[src/rtl/proc_pkg.sv]
// Shared types and constants for the processor memory subsystem.
// Widths here must stay in step with the simple_ALU memory bus.
package proc_pkg;

  localparam int unsigned DATA_W     = 16;
  localparam int unsigned MEM_ADDR_W = 8;

  typedef enum logic [1:0] {
    MEM_CLEAR = 2'd0,
    MEM_LOAD  = 2'd1,
    MEM_RUN   = 2'd2
  } mem_state_t;

endpackage

[src/rtl/proc_sp_ram.sv]
// Single-port synchronous RAM with registered read data; a read and write
// to the same address in one cycle returns the old contents. No reset.
module proc_sp_ram #(
  parameter int unsigned ADDR_W = 8,
  parameter int unsigned DATA_W = 16
) (
  input  logic              i_clk,
  input  logic [ADDR_W-1:0] i_addr,
  input  logic [DATA_W-1:0] i_wdata,
  input  logic              i_we,
  output logic [DATA_W-1:0] o_rdata
);

  logic [DATA_W-1:0] mem [2**ADDR_W];
  logic [DATA_W-1:0] rdata_q;

  always_ff @(posedge i_clk) begin
    if (i_we) begin
      mem[i_addr] <= i_wdata;
    end
    rdata_q <= mem[i_addr];
  end

  assign o_rdata = rdata_q;

endmodule

[src/rtl/proc_data_mem.sv]
// Data/program memory for simple_ALU: self-clears after reset, accepts an
// image over a valid/ready load port, then serves the processor bus.
module proc_data_mem #(
  parameter int unsigned ADDR_W = proc_pkg::MEM_ADDR_W,
  parameter int unsigned DATA_W = proc_pkg::DATA_W
) (
  input  logic              i_clk,
  input  logic              i_rst,
  input  logic [15:0]       i_memAddr,
  input  logic [DATA_W-1:0] i_memData,
  input  logic              i_memWrEnable,
  output logic [DATA_W-1:0] o_memData,
  input  logic              i_ldValid,
  input  logic [DATA_W-1:0] i_ldData,
  input  logic              i_ldLast,
  output logic              o_ldReady,
  output logic              o_busy,
  output logic              o_addrErr
);

  import proc_pkg::*;

  mem_state_t        state_q;
  logic [ADDR_W-1:0] clr_cnt_q;
  logic [ADDR_W-1:0] ld_ptr_q;
  logic              ld_ready_q;
  logic              busy_q;
  logic              addr_err_q;
  logic              rd_ok_q;

  logic              in_range;
  logic              ld_accept;
  logic              ld_done;
  logic [ADDR_W-1:0] ram_addr;
  logic [DATA_W-1:0] ram_wdata;
  logic              ram_we;
  logic [DATA_W-1:0] ram_rdata;

  assign in_range  = (i_memAddr[15:ADDR_W] == '0);
  assign ld_accept = (state_q == MEM_LOAD) && ld_ready_q && i_ldValid;
  assign ld_done   = ld_accept && (i_ldLast || (ld_ptr_q == '1));

  always_comb begin
    ram_addr  = '0;
    ram_wdata = '0;
    ram_we    = 1'b0;
    case (state_q)
      MEM_CLEAR: begin
        ram_addr = clr_cnt_q;
        ram_we   = 1'b1;
      end
      MEM_LOAD: begin
        ram_addr  = ld_ptr_q;
        ram_wdata = i_ldData;
        ram_we    = ld_accept;
      end
      MEM_RUN: begin
        ram_addr  = i_memAddr[ADDR_W-1:0];
        ram_wdata = i_memData;
        ram_we    = i_memWrEnable && in_range;
      end
      default: ;
    endcase
  end

  always_ff @(posedge i_clk or negedge i_rst) begin
    if (!i_rst) begin
      state_q    <= MEM_CLEAR;
      clr_cnt_q  <= '0;
      ld_ptr_q   <= '0;
      ld_ready_q <= 1'b0;
      busy_q     <= 1'b1;
      addr_err_q <= 1'b0;
      rd_ok_q    <= 1'b0;
    end else begin
      addr_err_q <= 1'b0;
      rd_ok_q    <= 1'b0;
      case (state_q)
        MEM_CLEAR: begin
          clr_cnt_q <= clr_cnt_q + ADDR_W'(1);
          if (clr_cnt_q == '1) begin
            state_q    <= MEM_LOAD;
            ld_ready_q <= 1'b1;
          end
        end
        MEM_LOAD: begin
          if (ld_accept) begin
            ld_ptr_q <= ld_ptr_q + ADDR_W'(1);
          end
          if (ld_done) begin
            state_q    <= MEM_RUN;
            ld_ready_q <= 1'b0;
            busy_q     <= 1'b0;
          end
        end
        MEM_RUN: begin
          addr_err_q <= !in_range;
          rd_ok_q    <= in_range;
        end
        default: state_q <= MEM_CLEAR;
      endcase
    end
  end

  // RAM read data is already registered; rd_ok_q is its registered qualifier,
  // forcing zero outside RUN and for out-of-range reads.
  assign o_memData = rd_ok_q ? ram_rdata : '0;
  assign o_ldReady = ld_ready_q;
  assign o_busy    = busy_q;
  assign o_addrErr = addr_err_q;

  proc_sp_ram #(
    .ADDR_W (ADDR_W),
    .DATA_W (DATA_W)
  ) u_ram (
    .i_clk   (i_clk),
    .i_addr  (ram_addr),
    .i_wdata (ram_wdata),
    .i_we    (ram_we),
    .o_rdata (ram_rdata)
  );

endmodule

[config.mk]
export PLATFORM = sky130hd
export DESIGN_NAME = proc_data_mem
export DESIGN_NICKNAME = d
export VERILOG_FILES = /design/src/rtl/proc_pkg.sv /design/src/rtl/proc_sp_ram.sv /design/src/rtl/proc_data_mem.sv
export SDC_FILE = /design/constraint.sdc
export NUM_CORES = 2
export LEC_CHECK = 0
export CORE_UTILIZATION = 35
export CTS_CLUSTER_DIAMETER = 100
export DETAILED_ROUTE_END_ITERATION = 16
export PLACE_DENSITY_LB_ADDON = 0.2
export SLEW_MARGIN = 20
export SYNTH_ARGS = -nofsm -noshare
export SYNTH_HDL_FRONTEND = slang
export SYNTH_SLANG_ARGS = --single-unit
[constraint.sdc]
create_clock -name i_clk -period 27.4 [get_ports i_clk]
set_clock_uncertainty 0.05 [all_clocks]
set_input_delay 4.11 -clock i_clk [delete_from_list [all_inputs] [get_ports i_clk]]
set_output_delay 4.11 -clock i_clk [all_outputs]
set_load 0.02 [all_outputs]
==> run summary <==
run status - finished, final reports clean
final hold violation count - 0
total half-perimeter wirelength after legalization and detailed placement - 263000 microns
master cell of the clock root buffer - clkbuf_16
growth of design area from synthesis to finish - 15.4%
maximum fanout encountered on the critical timing path - 73
HP Class - flop to flop
number of instances resized during post-cts repair - 0
maximum operating frequency - 0.0982 GHz
# hold bufs at CTS - 0
Placed Area - 0.162 sq mm
WHS Path Cells - 1
Mapped Nets - 8838
Worst Hold Slack - 0.444 ns
first-pass GRT wire length - 671000 microns
placeable core region - 0.434 sq mm
number of global-route vias before repair - 85700
clk sink count - 4134
RSZ-0062 raised after global routing - no
I/O pins - 72
Synth Area per Inst - 17.4 sq um
Final #Nets - 9123
Port Buffers - 71
Arr. time, crit path - 11.05 ns
synthesis-stage register bit count - 4134
share of layout cells above drive strength 1 - 0.133
Post-CTS Setup Repair Bufs - 0
Worst Reg2Reg Path Length in Cells - 17
post-route standard cell area excluding fillers - 0.176 sq mm
starting DRC count in detailed routing - 11800
launching element type of the critical path - input pin
dominant cell type by area after synthesis - edfxtp_1
all-layer global routing usage - 0.213
area share of the leading cell type in the synthesized netlist - 0.807
sequential cell area fraction in the yosys report - 0.812
highest metal used - met5
max cap viols - 0
clock transition at the registers of the reported paths - 0.06 ns
aggregate routed wire length - 483000 microns
Static Leak - 47.0 nW
CTS buffer count - 432
count of flip-flops with a built-in enable after synthesis - 4096
Cells after DPL - 14400
power density of the placed cells - 71.3 mW/mm^2
area of the die - 0.438 sq mm
time the worst path needs with I/O delays and setup - 10.18 ns
Post-synth top flop - edfxtp_1
Clock Latency Late Sink - 0.97 ns
initial antenna violation count - 30
transition time at the pin with the least slew margin - 1.33 ns
Yosys warning count - 0
WS Path Type - input pin to flop
Syn Std Cell Area - 0.152 sq mm
starting utilization of the core area - 0.351
final weighted congestion in routability-driven placement - 0.804
critical path required time - 28.27 ns
Rel. slew slack - 0.112
H-tree depth - 5
clk buf depth - 4
Synth cell types - 56
Final Cycle Share - 0.372
Met2 Wirelength - 227000 microns
post-route antenna net violation count - 0
post-route setup TNS - 0 ns
height of the die - 662 microns
CTS tree - done
Final Total Pwr - 0.0125 W
final number of max-transition violations - 0
sum of routed wire segments on met1 - 202000 microns
maximum VDD drop - 0.0516 mV
largest net degree at the start of global routing - 183
average wire per standard cell - 31.9 microns
crit end category - flop
cell count after synthesis - 8777
number of placement rows - 242
leading post-synthesis cells by cell area - edfxtp_1 (81%), a22oi_1 (9.6%), a21oi_1 (3.3%)
detailed-router iteration count before antenna repair - 7
final-layout fill cell count - 38900
Synth async-reset ratio - 0.00532
final cell count without fillers - 15200
GRT overflow - 0
final setup violation count - 0
number of design rule violations left after detail routing - 0
Chip Width - 662 microns
number of vias in the routed layout - 88800
drt via density - 5.86
Met3 Wirelength - 38200 microns
## routing by layer
metal,global-route usage,up-vias
met2,0.343,4120
met3,0.0329,683
met5,0,-
met1,0.298,46900
met4,0.0663,8
li1,-,37100
## through the flow
| stage | util | worst slack [ns] |
|---|---|---|
| after floorplan | - | 15.45 |
| after global placement | 0.372 | 16.25 |
| after detailed placement | 0.373 | 16.25 |
| after CTS | 0.405 | 17.29 |
| after global routing | 0.405 | 16.96 |
| final | 0.405 | 17.22 |
## worst max-delay path, cell delays in order
cell and delay [ns]:
clkdlybuf4s50_1 0.46, a222oi_1 0.31, buf_4 0.51, nor3b_4 0.28, buf_4 0.48, buf_4 0.43, buf_4 0.52, buf_4 0.57
buf_4 0.85, buf_4 0.63, a22oi_1 0.13, a21oi_1 0.23, nor4_1 0.11, o22ai_1 0.38, o21ai_0 0.53, nand4b_1 0.29
## synth_stat cells (9+ instances only)
| master | count |
|---|---|
| dfrtp_1 | 21 |
| nor2_1 | 275 |
| a21oi_1 | 1000 |
| edfxtp_1 | 4096 |
| buf_1 | 112 |
| nor2b_1 | 19 |
| o21ai_0 | 36 |
| and2_1 | 27 |
| dfxtp_1 | 16 |
| buf_2 | 250 |
| nand2_1 | 73 |
| nor4bb_1 | 16 |
| nor4_1 | 244 |
| a222oi_1 | 33 |
| a221oi_1 | 18 |
| clkbuf_1 | 285 |
| o22ai_1 | 121 |
| nand4_1 | 14 |
| a22oi_1 | 1957 |
| a22o_1 | 21 |
| nor4b_1 | 9 |
## logic make-up (layout without fill, tap and decap cells)
group / Yosys count / in the layout / synth area share
simple gates: 712 / 712 / 0.0243
flops: 4134 / 4134 / 0.812
compound gates: 3243 / 3243 / 0.143
mux: 8 / 8 / 0.000640
fa+ha+maj: 8 / 8 / 0.000656
other cells: 0 / 9 / 0
buf+inv: 658 / 1300 / 0.0184
xor+xnor: 14 / 14 / 0.000804
## state kept, by name, indices dropped and copies added (netlist names)
register and flops:
ld_ptr_q 8, rd_ok_q 1, o_ldReady 1, u_ram.o_rdata 16, clr_cnt_q 8, u_ram.mem 4096
o_busy 1, state_q 2, o_addrErr 1
## layout make-up
class / instances / area, sq um / share of cell area
repair buffers: 504 / 4340 / 0.0247
multi-input cells: 3985 / 26900 / 0.153
clock buffers: 537 / 11400 / 0.0649
inverters: 5 / 18.8 / 0.000107
flip-flops and latches: 4134 / 124000 / 0.704
clock inverters: 254 / 2280 / 0.0130
diodes: 9 / 22.5 / 0.000128
well taps: 5734 / 7170 / 0.0408
## worst paths after layout
| check | start | to | slack, ns |
|---|---|---|---|
| min in group asynchronous | i_rst | o_addrErr$_DFF_PN0_ | 3.05 |
| setup reg to reg | state_q[0]$_DFFE_PN0P_ | u_ram.o_rdata[9]$_DFF_P_ | 19.62 |
| hold reg to reg | o_busy$_DFFE_PN1P_ | o_busy$_DFFE_PN1P_ | 0.44 |
| setup / recovery | i_memAddr[0] | u_ram.o_rdata[9]$_DFF_P_ | 17.22 |
| hold / removal | o_busy$_DFFE_PN1P_ | o_busy$_DFFE_PN1P_ | 0.44 |
| max in group asynchronous | i_rst | rd_ok_q$_DFF_PN0_ | 23.84 |
## report_power, final
| group | total (W) | switching [W] | internal, W |
|---|---|---|---|
| clock network | 0.00570 | 0.00247 | 0.00322 |
| logic | 0.00000851 | 0.00000208 | 0.00000642 |
| registers | 0.00684 | 0 | 0.00684 |
| total | 0.0125 | 0.00248 | 0.0101 |
## placed cells by master (no fill, tap or decap), types with 28 or more instances in the layout
cell / netlist / layout
o22ai_1: 121 / 121
a22oi_1: 1957 / 1957
clkbuf_16: 0 / 437
clkbuf_1: 285 / 88
a222oi_1: 33 / 33
bufinv_16: 0 / 28
a21oi_1: 1000 / 998
nor2_4: 0 / 45
edfxtp_1: 4096 / 4096
nor2_1: 275 / 151
clkinv_1: 0 / 106
clkinv_2: 0 / 74
clkdlybuf4s50_1: 0 / 70
nor4_2: 0 / 31
nor4_1: 244 / 210
nand2_1: 73 / 51
nor2_2: 0 / 79
buf_4: 6 / 403
(Power assumes the default switching activity.)
